==> src/rtl/seg_scan_driver.sv <==
// Time-multiplexed scan driver for a 4-digit common-anode 7-segment display.
// Optional build macro LEADING_ZERO_BLANK_EN keeps leading-zero digits dark.
module seg_scan_driver #(
    parameter int CNT_WIDTH    = 16,
    parameter int DIGIT_PERIOD = 50000,
    parameter int BLANK_CYCLES = 2000
) (
    input  logic        clk,
    input  logic        reset,
    input  logic [15:0] msg_in,
    input  logic        msg_load,
    output logic        msg_ack,
    output logic [3:0]  char,
    output logic [3:0]  an,
    output logic        frame_tick,
    output logic        dbg_state
);

    typedef enum logic {
        BLANK = 1'b0,
        DRIVE = 1'b1
    } state_t;

    localparam logic [CNT_WIDTH-1:0] LAST      = CNT_WIDTH'(DIGIT_PERIOD - 1);
    localparam logic [CNT_WIDTH-1:0] BLANK_END = CNT_WIDTH'(BLANK_CYCLES);

    state_t                 state, state_next;
    logic [CNT_WIDTH-1:0]   slot_cnt, cnt_next;
    logic [1:0]             idx, idx_next;
    logic [15:0]            disp_reg, disp_next;
    logic [15:0]            stage_reg, stage_next;
    logic                   pending, pending_next;
    logic [3:0]             char_next;
    logic [3:0]             lit;
    logic                   wrap;
    logic                   boundary;

    // Load/ack handshake: any cycle with msg_load=1 stages msg_in (latest wins)
    // and marks it pending; the pending message is committed to the display on
    // the frame-boundary edge, and msg_ack is high during that boundary cycle.
    always_comb begin
        wrap         = (slot_cnt == LAST);
        boundary     = wrap && (idx == 2'd3);
        cnt_next     = wrap ? '0 : slot_cnt + 1'b1;
        idx_next     = wrap ? idx + 2'd1 : idx;
        state_next   = (cnt_next < BLANK_END) ? BLANK : DRIVE;
        disp_next    = (boundary && pending) ? stage_reg : disp_reg;
        stage_next   = msg_load ? msg_in : stage_reg;
        pending_next = pending;
        if (msg_load) begin
            pending_next = 1'b1;
        end else if (boundary) begin
            pending_next = 1'b0;
        end
        // char follows the next slot's digit so the decoder settles during BLANK
        case (idx_next)
            2'd0:    char_next = disp_next[3:0];
            2'd1:    char_next = disp_next[7:4];
            2'd2:    char_next = disp_next[11:8];
            default: char_next = disp_next[15:12];
        endcase
    end

    always_ff @(posedge clk or negedge reset) begin
        if (!reset) begin
            state     <= BLANK;
            slot_cnt  <= '0;
            idx       <= 2'd0;
            disp_reg  <= 16'h0000;
            stage_reg <= 16'h0000;
            pending   <= 1'b0;
            char      <= 4'h0;
        end else begin
            state     <= state_next;
            slot_cnt  <= cnt_next;
            idx       <= idx_next;
            disp_reg  <= disp_next;
            stage_reg <= stage_next;
            pending   <= pending_next;
            char      <= char_next;
        end
    end

`ifdef LEADING_ZERO_BLANK_EN
    // Digit k is lit only if some nibble at position k or above is nonzero
    always_comb begin
        lit[3] = (disp_reg[15:12] != 4'h0);
        lit[2] = lit[3] || (disp_reg[11:8] != 4'h0);
        lit[1] = lit[2] || (disp_reg[7:4] != 4'h0);
        lit[0] = 1'b1;
    end
`else
    assign lit = 4'b1111;
`endif

    always_comb begin
        an = 4'b1111;
        if (state == DRIVE) begin
            an[idx] = ~lit[idx];
        end
    end

    assign frame_tick = (slot_cnt == LAST) && (idx == 2'd3);
    assign msg_ack    = frame_tick && pending;
    assign dbg_state  = state;

endmodule

==> config.mk <==
export PLATFORM = sky130hd
export DESIGN_NAME = seg_scan_driver
export DESIGN_NICKNAME = d
export VERILOG_FILES = /design/src/rtl/seg_scan_driver.sv
export SDC_FILE = /design/constraint.sdc
export NUM_CORES = 1
export LEC_CHECK = 0
export CAP_MARGIN = 5
export CORE_MARGIN = 1
export CORE_UTILIZATION = 55
export CTS_CLUSTER_SIZE = 20
export DETAILED_ROUTE_END_ITERATION = 8
export PLACE_DENSITY_LB_ADDON = 0.15
export SETUP_SLACK_MARGIN = 0.2
export SYNTH_ARGS = -nofsm -noshare
export SYNTH_HDL_FRONTEND = slang
export SYNTH_SLANG_ARGS = --single-unit
==> constraint.sdc <==
create_clock -name clk -period 3.12 [get_ports clk]
set_input_delay 0.624 -clock clk [delete_from_list [all_inputs] [get_ports clk]]
set_output_delay 0.624 -clock clk [all_outputs]
set_load 0.03 [all_outputs]
After elaboration in Yosys (flattened, before gate mapping):

Cells that the tools add are included.

* magnitude comparators: 3
* muxes and demuxes: 12
* equal/unequal tests: 4
* bitwise gates (word level): 3
* reduce and logical (&&, ||, !) cells: 5
* $add $sub $neg: 2

Operators by type and width (count)
* $mux W16: 2
* $add A16 B1 Y16 const B: 1
* $eq A16 B16 Y1 const B: 1
* $lt A16 B11 Y1 const B: 1
* $pmux W4 S3: 1
* $mux W1: 5
* $eq A2 B2 Y1 const B: 2
* $mux W4: 1
* $not A4 Y4: 1
* $or A4 B4 Y4: 1
* $logic_and A1 B1 Y1: 3
* $lt A2 B3 Y1 const B: 1
* $add A2 B1 Y2 const B: 1
* $bmux W1 S2: 1
* $demux W1 S2: 1
* $eq A2 B1 Y1 const B: 1
* $ge A2 B1 Y1 const B: 1
* $logic_not A2 Y1: 1
* $mux W2: 1
* $reduce_bool A2 Y1: 1
* $not A1 Y1: 1

* output and inout bits: 11
* input port bits: 19
* logic and storage cells: 36
* flip-flop bits (word level): 56

Logic depth before layout (Yosys ltp):

Gate-level depths: netlist of run 1.

* depth in word-level cells: 7
* gate-level depth with buffers: 9
* mapped depth without buffers: 6

Worst setup path before layout of run 1:

No wires, ideal clock.

* path kind: flip-flop to output port
* start point: reg slot_cnt[0]
* end point: out msg_ack
* stages on the path, launching flop included: 10
* arrival time: 1823 ps
* path slack: 673 ps
* buffers on the path: 4
* required time: 2496 ps
* cells stage by stage: dfrtp_1 ha_1 and3_1 buf_4 and4_1 buf_6 nand2_4 buf_2 buf_2 inv_1

* longest elaborated chain between the ends: 3

Ends and longest elaborated chain
* from (decl): RTL line 28 `logic [CNT_WIDTH-1:0] slot_cnt, cnt_next;`
* from (signal assigned): RTL line 75 `slot_cnt <= cnt_next;`
* $eq A16 B16 Y1: RTL line 103 `assign frame_tick = (slot_cnt == LAST) && (idx == 2'd3);`
* $logic_and A1 B1 Y1: RTL line 103
* $logic_and A1 B1 Y1: RTL line 104 `assign msg_ack = frame_tick && pending;`
* to (decl): RTL line 12 `output logic msg_ack,`

Every way passes these cells.

Worst setup path after layout of run 1:

Same ends and word-level chain as after synthesis.

==> results of run 1 <==
-- power breakdown --
| part | internal [mW] | total (mW) | leakage (nW) | switching (mW) |
|---|---|---|---|---|
| registers | 0.746 | 0.757 | 0.726 | 0.0110 |
| clock network | 0.182 | 0.414 | 0.0516 | 0.232 |
| logic | 0.0383 | 0.0631 | 0.771 | 0.0248 |
| total | 0.966 | 1.23 | 1.55 | 0.268 |
-- placed cells by master, fill, tap and decap left out, types with 6 or more instances in the layout --
cell             synthesis  final
nand3_1                 10     10
inv_1                   11     11
clkdlybuf4s50_1          0     26
nor2_1                  10     10
clkbuf_8                 0      6
dfrtp_1                 56     56
xnor2_1                 11     11
and3_1                  14     14
a21o_1                  13     13
nor4_1                   6      6
mux2_2                  16     16
a221oi_1                11     11
nand2_1                 10     10
-- kinds of logic after synthesis --
logic type	after synthesis	synth area share (%)
AO/OA/AOI/OAI	39	12.3
XOR/XNOR	16	5.09
adder cells (fa/ha/maj)	5	2.27
buffers and inverters	25	5.23
flip-flops	56	50.9
multiplexers	20	8.00
AND/OR/NAND/NOR	74	16.2
-- how the worst max path moves through the flow --
stage / slack [ns] / start / to / cells past startpoint
2_1_floorplan: 0.67 / slot_cnt[0]$_DFF_PN0_ / msg_ack / 9
3_3_place_gp: 0.72 / slot_cnt[0]$_DFF_PN0_ / msg_ack / 6
3_5_place_dp: 0.65 / slot_cnt[0]$_DFF_PN0_ / msg_ack / 6
4_1_cts: 0.27 / slot_cnt[0]$_DFF_PN0_ / msg_ack / 6
5_1_grt: 0.21 / slot_cnt[0]$_DFF_PN0_ / msg_ack / 6
6_report: 0.40 / slot_cnt[0]$_DFF_PN0_ / msg_ack / 6
-- per-layer routing --
metal,wire length (um),part of all wire (%),up-vias,global-route usage (%)
li1,-,-,901,-
met1,2530,50,936,33.4
met2,2280,45,41,32.4
met3,173,3.4,6,3.87
met4,61,1.2,0,7.19
met5,0,0,-,0
-- critical path, stage by stage (launching register included) --
cell and delay, ns:
dfrtp_1 0.42, ha_1 0.22, and3_1 0.30, and4_2 0.39
nand2_8 0.17, inv_1 0.11, buf_4 0.16
-- cell type report --
type / count / area (um2) / area share (%)
repair buffers: 31 / 295 / 9.42
well taps: 67 / 83.8 / 2.67
inverters: 11 / 41.3 / 1.32
flip-flops and latches: 56 / 1400 / 44.7
clock inverters: 2 / 13.8 / 0.439
multi-input cells: 154 / 1220 / 38.8
clock buffers: 6 / 82.6 / 2.63
-- per-stage QoR --
step	hold WS (ns)	util, %	instance area [um2]	instances	worst slack [ns]
after floorplan	0.328	-	2750	235	0.673
after global placement	0.454	63.7	3030	319	0.717
after detailed placement	0.465	63.7	3030	319	0.650
after CTS	0.281	65.7	3130	327	0.275
after global routing	0.303	65.9	3140	327	0.206
final	0.274	65.9	3140	327	0.401
==> flow_summary_export.csv, run 1 <==
group,metric,value,unit
finish,nets,283,
clock_tree,clock_latency,0.31,ns
setup_path,reg2reg_setup_slack,0.74,ns
logic_synthesis,synth.ff_latch_count,56,
logic_synthesis,synth_fp_nets,259,
place,io_buffers,29,
logic_synthesis,synth_area,0.00275,mm2
die,dieHeight,72.7,um
logic_synthesis,synth_edf_count,0,
clock_tree,clk_pin_slew,0.10,ns
drt,wire_per_inst,15.4,um
clock_tree,cts_setup_buffers,0,
logic_synthesis,ys_types,44,
global_route,grt.overflow.total,0,
finish,areaGrowthSynthToFinish,13.9,%
logic_synthesis,ys_warn_count,0,
sta,fin_skew,0.00836,ns
die,core_area,0.00475,mm2
logic_synthesis,synth_top_area_share,50.9,%
setup_path,rr_worst_depth,7,
drt,wl,5050,um
global_route,grt_max_degree,35,
pwr,peakVddDrop,0.277,mV
sta,rsz0062_at_grt,"false",
drt,dr.pass1.iters,4,
finish,diodes,0,
finish,n_fill_cell,397,
drt,viasPerCell,5.76,
run,cap_violations,0,
logic_synthesis,synthFlopType,"dfrtp_1",
setup_path,cp_max_fo,29,
drt,ant_nets,0,
drt,vias,1884,
global_route,antenna_found_initial,0,
sta,timing.final.crit_share,87.2,%
setup_path,cp-start-kind,"flip-flop",
logic_synthesis,yosysTopAreaCell,"dfrtp_1",
logic_synthesis,syn_inst,235,
clock_tree,cts-hold-fix-buffers,0,
clock_tree,cts_tree,"built",
sta,relSlewSlack,48.4,%
setup_path,r2r-start,"slot_cnt[0]$_DFF_PN0_",
setup_path,r2r-end,"char[1]$_DFF_PN0_",
sta,maxSlewViolCount,0,
setup_path,cp.required,2.50,ns
hold_path,hold_path_class,"in2async",
logic_synthesis,yosysMostFrequentCell,"dfrtp_1",
clock_tree,cts_root_buf,"clkbuf_8",
drt,drtIter0Drc,186,
logic_synthesis,ys_top_cells_by_count,"56 x dfrtp_1, 16 x mux2_2, 14 x and3_1",
sta,setup_viol,0,
finish,final_layout_size_suffix_gt1_share,16.9,%
clock_tree,cts_max_path_buffers,2,
global_route,grt_pass1_wl,8880,um
die,die_w,72.7,um
die,dieArea,0.00529,mm2
sta,fmax,0.368,GHz
setup_path,cp_data_arrival_time,2.10,ns
setup_path,critical_path_class,"reg2out",
global_route,grtUsageTotal,22.1,%
drt,drc_errors,0,
place,gp_congestion,0.829,
status,status,"completed",
clock_tree,cts_resized,0,
clock_tree,htreeDepth,2,
logic_synthesis,ys_async_sr_fraction,100,%
place,dpl.hpwl,3630,um
global_route,grt_pass1_vias,1829,
die,io_pins,30,
die,std_cell_rows,25,
pwr,power,1.23,mW
pwr,p_per_area,394,mW/mm2
sta,tightest_slew,0.772,ns
clock_tree,clkSinkCount,56,
clock_tree,numCtsBuffers,5,
logic_synthesis,synth_seq_area_share,50.9,%
logic_synthesis,syn_area_per_cell,11.7,um2
sta,min_period,2.72,ns
logic_synthesis,synthTopCellsByArea,"dfrtp_1 51%, mux2_2 6.5%, a21o_1 3.5%, a221oi_1 3.5%, xnor2_1 3.5%",
die,initial_core_util,57.9,%
setup_path,crit_path_end_kind,"output pin",
pwr,p_leak,1.55,nW
sta,tns,0,ns
sta,final_hold_viol_count,0,
No activity file was read; power rests on OpenSTA's default activity.
==> inputs of run 2 (changes only) <==
Settings changed: HOLD_SLACK_MARGIN set to 0.15.
==> results of run 2 <==
No change in the layout: final DEF, timing and power equal those of run 1.
==> inputs of run 3 (changes only) <==
Settings changed: GPL_ROUTABILITY_DRIVEN set to 0, GPL_TIMING_DRIVEN set to 0.
==> run 3 against run 2 <==
Against the previous run: setup slack worse by 0.13 ns; sequential share of layout area is 1.4 points lower; register-to-register slack better by 0.07 ns; flip-flop and latch count stayed put; design area is 3.2% higher; sequential power hardly changed; non-clock buffer count is 15 higher.
==> flow_summary_export.csv, run 3 (same netlist as run 1, synthesis figures left out) <==
group,metric,value,unit
global_route,grtUsageTotal,22.9,%
setup_path,startpoint,"slot_cnt[0]$_DFF_PN0_",
setup_path,cp.required,2.50,ns
finish,final_common_cell,"dfrtp_1",
clock_tree,numCtsBuffers,5,
drt,dr.pass1.iters,4,
drt,drc_errors,0,
sta,tightest_slew,0.604,ns
global_route,grt_use_met3,4.14,%
die,die_w,72.7,um
global_route,grt.overflow.total,0,
drt,vias,1908,
clock_tree,cts-hold-fix-buffers,0,
pwr,peakVddDrop,0.313,mV
sta,rsz0062_at_grt,"true",
sta,fin_skew,0.00794,ns
setup_path,r2r-start,"slot_cnt[0]$_DFF_PN0_",
sta,timing.final.crit_share,91.3,%
finish,n_fill_cell,374,
setup_path,critPathBufInv,6,
clock_tree,cts_max_path_buffers,2,
setup_path,cpLargestDelayFamily,"buffers and inverters",
global_route,antenna_found_initial,0,
run,cap_violations,0,
global_route,grt_pass1_vias,1883,
drt,ant_nets,0,
drt,wl,5300,um
setup_path,cp_cell_sequence,"ha_1, and3_1, buf_4, and4_1, buf_6, nand2_4, buf_6, buf_6, inv_1, clkbuf_2",
drt,drtIter0Drc,100,
global_route,gr-usage-met1,34.0,%
global_route,grt_max_degree,40,
clock_tree,htreeDepth,2,
die,io_pins,30,
global_route,grt_pass1_wl,9150,um
finish,layout.cells.non_filler,341,
setup_path,slowest_stage,"dfrtp_1",
sta,min_period,2.85,ns
finish,diodes,0,
hold_path,hold_path_class,"in2async",
setup_path,cp_max_fo,10,
finish,layout_common_cells,"56 x dfrtp_1, 25 x clkdlybuf4s50_1, 16 x mux2_2, 14 x and3_1, 13 x a21o_1",
die,initial_core_util,57.9,%
setup_path,cp_data_arrival_time,2.22,ns
setup_path,crit_path_end_kind,"output pin",
place,dpl.hpwl,3860,um
sta,final_hold_viol_count,0,
finish,nets,298,
clock_tree,clk_pin_slew,0.10,ns
global_route,met2_usage,34.2,%
sta,relSlewSlack,59.7,%
setup_path,cpPeakStageDelay,0.41,ns
sta,setup_viol,0,
place,io_buffers,28,
drt,viasPerCell,5.60,
die,dieHeight,72.7,um
drt,wire_per_inst,15.5,um
clock_tree,clkSinkCount,56,
finish,areaGrowthSynthToFinish,17.5,%
die,std_cell_rows,25,
setup_path,cp.depth,10,
setup_path,rr_worst_depth,7,
pwr,p_leak,1.63,nW
finish,final_layout_size_suffix_gt1_share,19.7,%
die,dieArea,0.00529,mm2
sta,fmax,0.351,GHz
die,core_area,0.00475,mm2
setup_path,critical_path_class,"reg2out",
setup_path,cp_common_cell,"buf_6",
status,status,"completed",
sta,maxSlewViolCount,0,
clock_tree,clock_latency,0.31,ns
global_route,top_usage_layer,"met2",
setup_path,cp-start-kind,"flip-flop",
pwr,p_per_area,369,mW/mm2
clock_tree,cts_root_buf,"clkbuf_8",
place,dp_cells,331,
clock_tree,cts_tree,"built",
sta,timing.hold.ws,0.237,ns
[run 3: cell types whose count changed in the layout (fill, tap and decap cells not counted)]
cell	before	now
buf_6	0	5
clkbuf_1	0	4
buf_2	1	4
clkbuf_2	0	3
buf_12	0	2
and4_1	1	2
and4_2	1	0
clkbuf_8	6	5
clkdlybuf4s50_1	26	25
inv_6	1	0
nand2_4	0	1
nand2_8	1	0
[run 3: final timing paths]
kind | endpoint | slack, ns
max | msg_ack | 0.27
min reg2reg | disp_reg[7]$_DFF_PN0_ | 0.49
max in group asynchronous | disp_reg[14]$_DFF_PN0_ | 2.34
max reg2reg | char[3]$_DFF_PN0_ | 0.81
min in group clk | disp_reg[7]$_DFF_PN0_ | 0.49
min | char[1]$_DFF_PN0_ | 0.24
[run 3: cell type report]
class	count	area (um2)	area share (%)
buffer	14	115	3.56
clock buffer	6	72.6	2.24
clock inverter	1	5.00	0.155
inverter	11	41.3	1.28
multi-input combinational	154	1210	37.3
sequential	56	1400	43.3
tap	67	83.8	2.59
timing repair buffer	32	308	9.52
[run 3: routing by layer]
layer | wire length [um] | vias up | share of wire (%)
met2 | 2310 | 60 | 44
met1 | 2650 | 914 | 50
met5 | 0 | - | 0
met3 | 275 | 6 | 5.2
met4 | 68 | 0 | 1.3
li1 | - | 928 | -
[run 3: report_power, final]
group	leakage [nW]	internal [mW]	total, mW	switching [mW]
Sequential	0.726	0.746	0.756	0.00978
Clock	0.0410	0.153	0.374	0.221
Combinational	0.860	0.0393	0.0648	0.0255
Total	1.63	0.938	1.19	0.256
[run 3: what timing repair did]
item / CTS / global route
buffers inserted: 0 / 3
gates cloned: 0 / 0
endpoints found under the setup margin: 2 / 2
gates resized for setup: 4 / 6
[run 3: through the flow]
| step | total power [mW] | util (%) | worst slack [ns] | cell area (um2) | TNS [ns] |
|---|---|---|---|---|---|
| 2_1_floorplan | 0.792 | - | 0.673 | 2750 | 0 |
| 3_3_place_gp | 0.832 | 65.6 | -0.277 | 3120 | -15.32 |
| 3_5_place_dp | 0.837 | 65.9 | -0.00105 | 3130 | -0.00105 |
| 4_1_cts | 1.21 | 67.6 | 0.00956 | 3210 | 0 |
| 5_1_grt | 1.25 | 68.0 | 0.180 | 3230 | 0 |
| 6_report | 1.19 | 68.0 | 0.273 | 3230 | 0 |
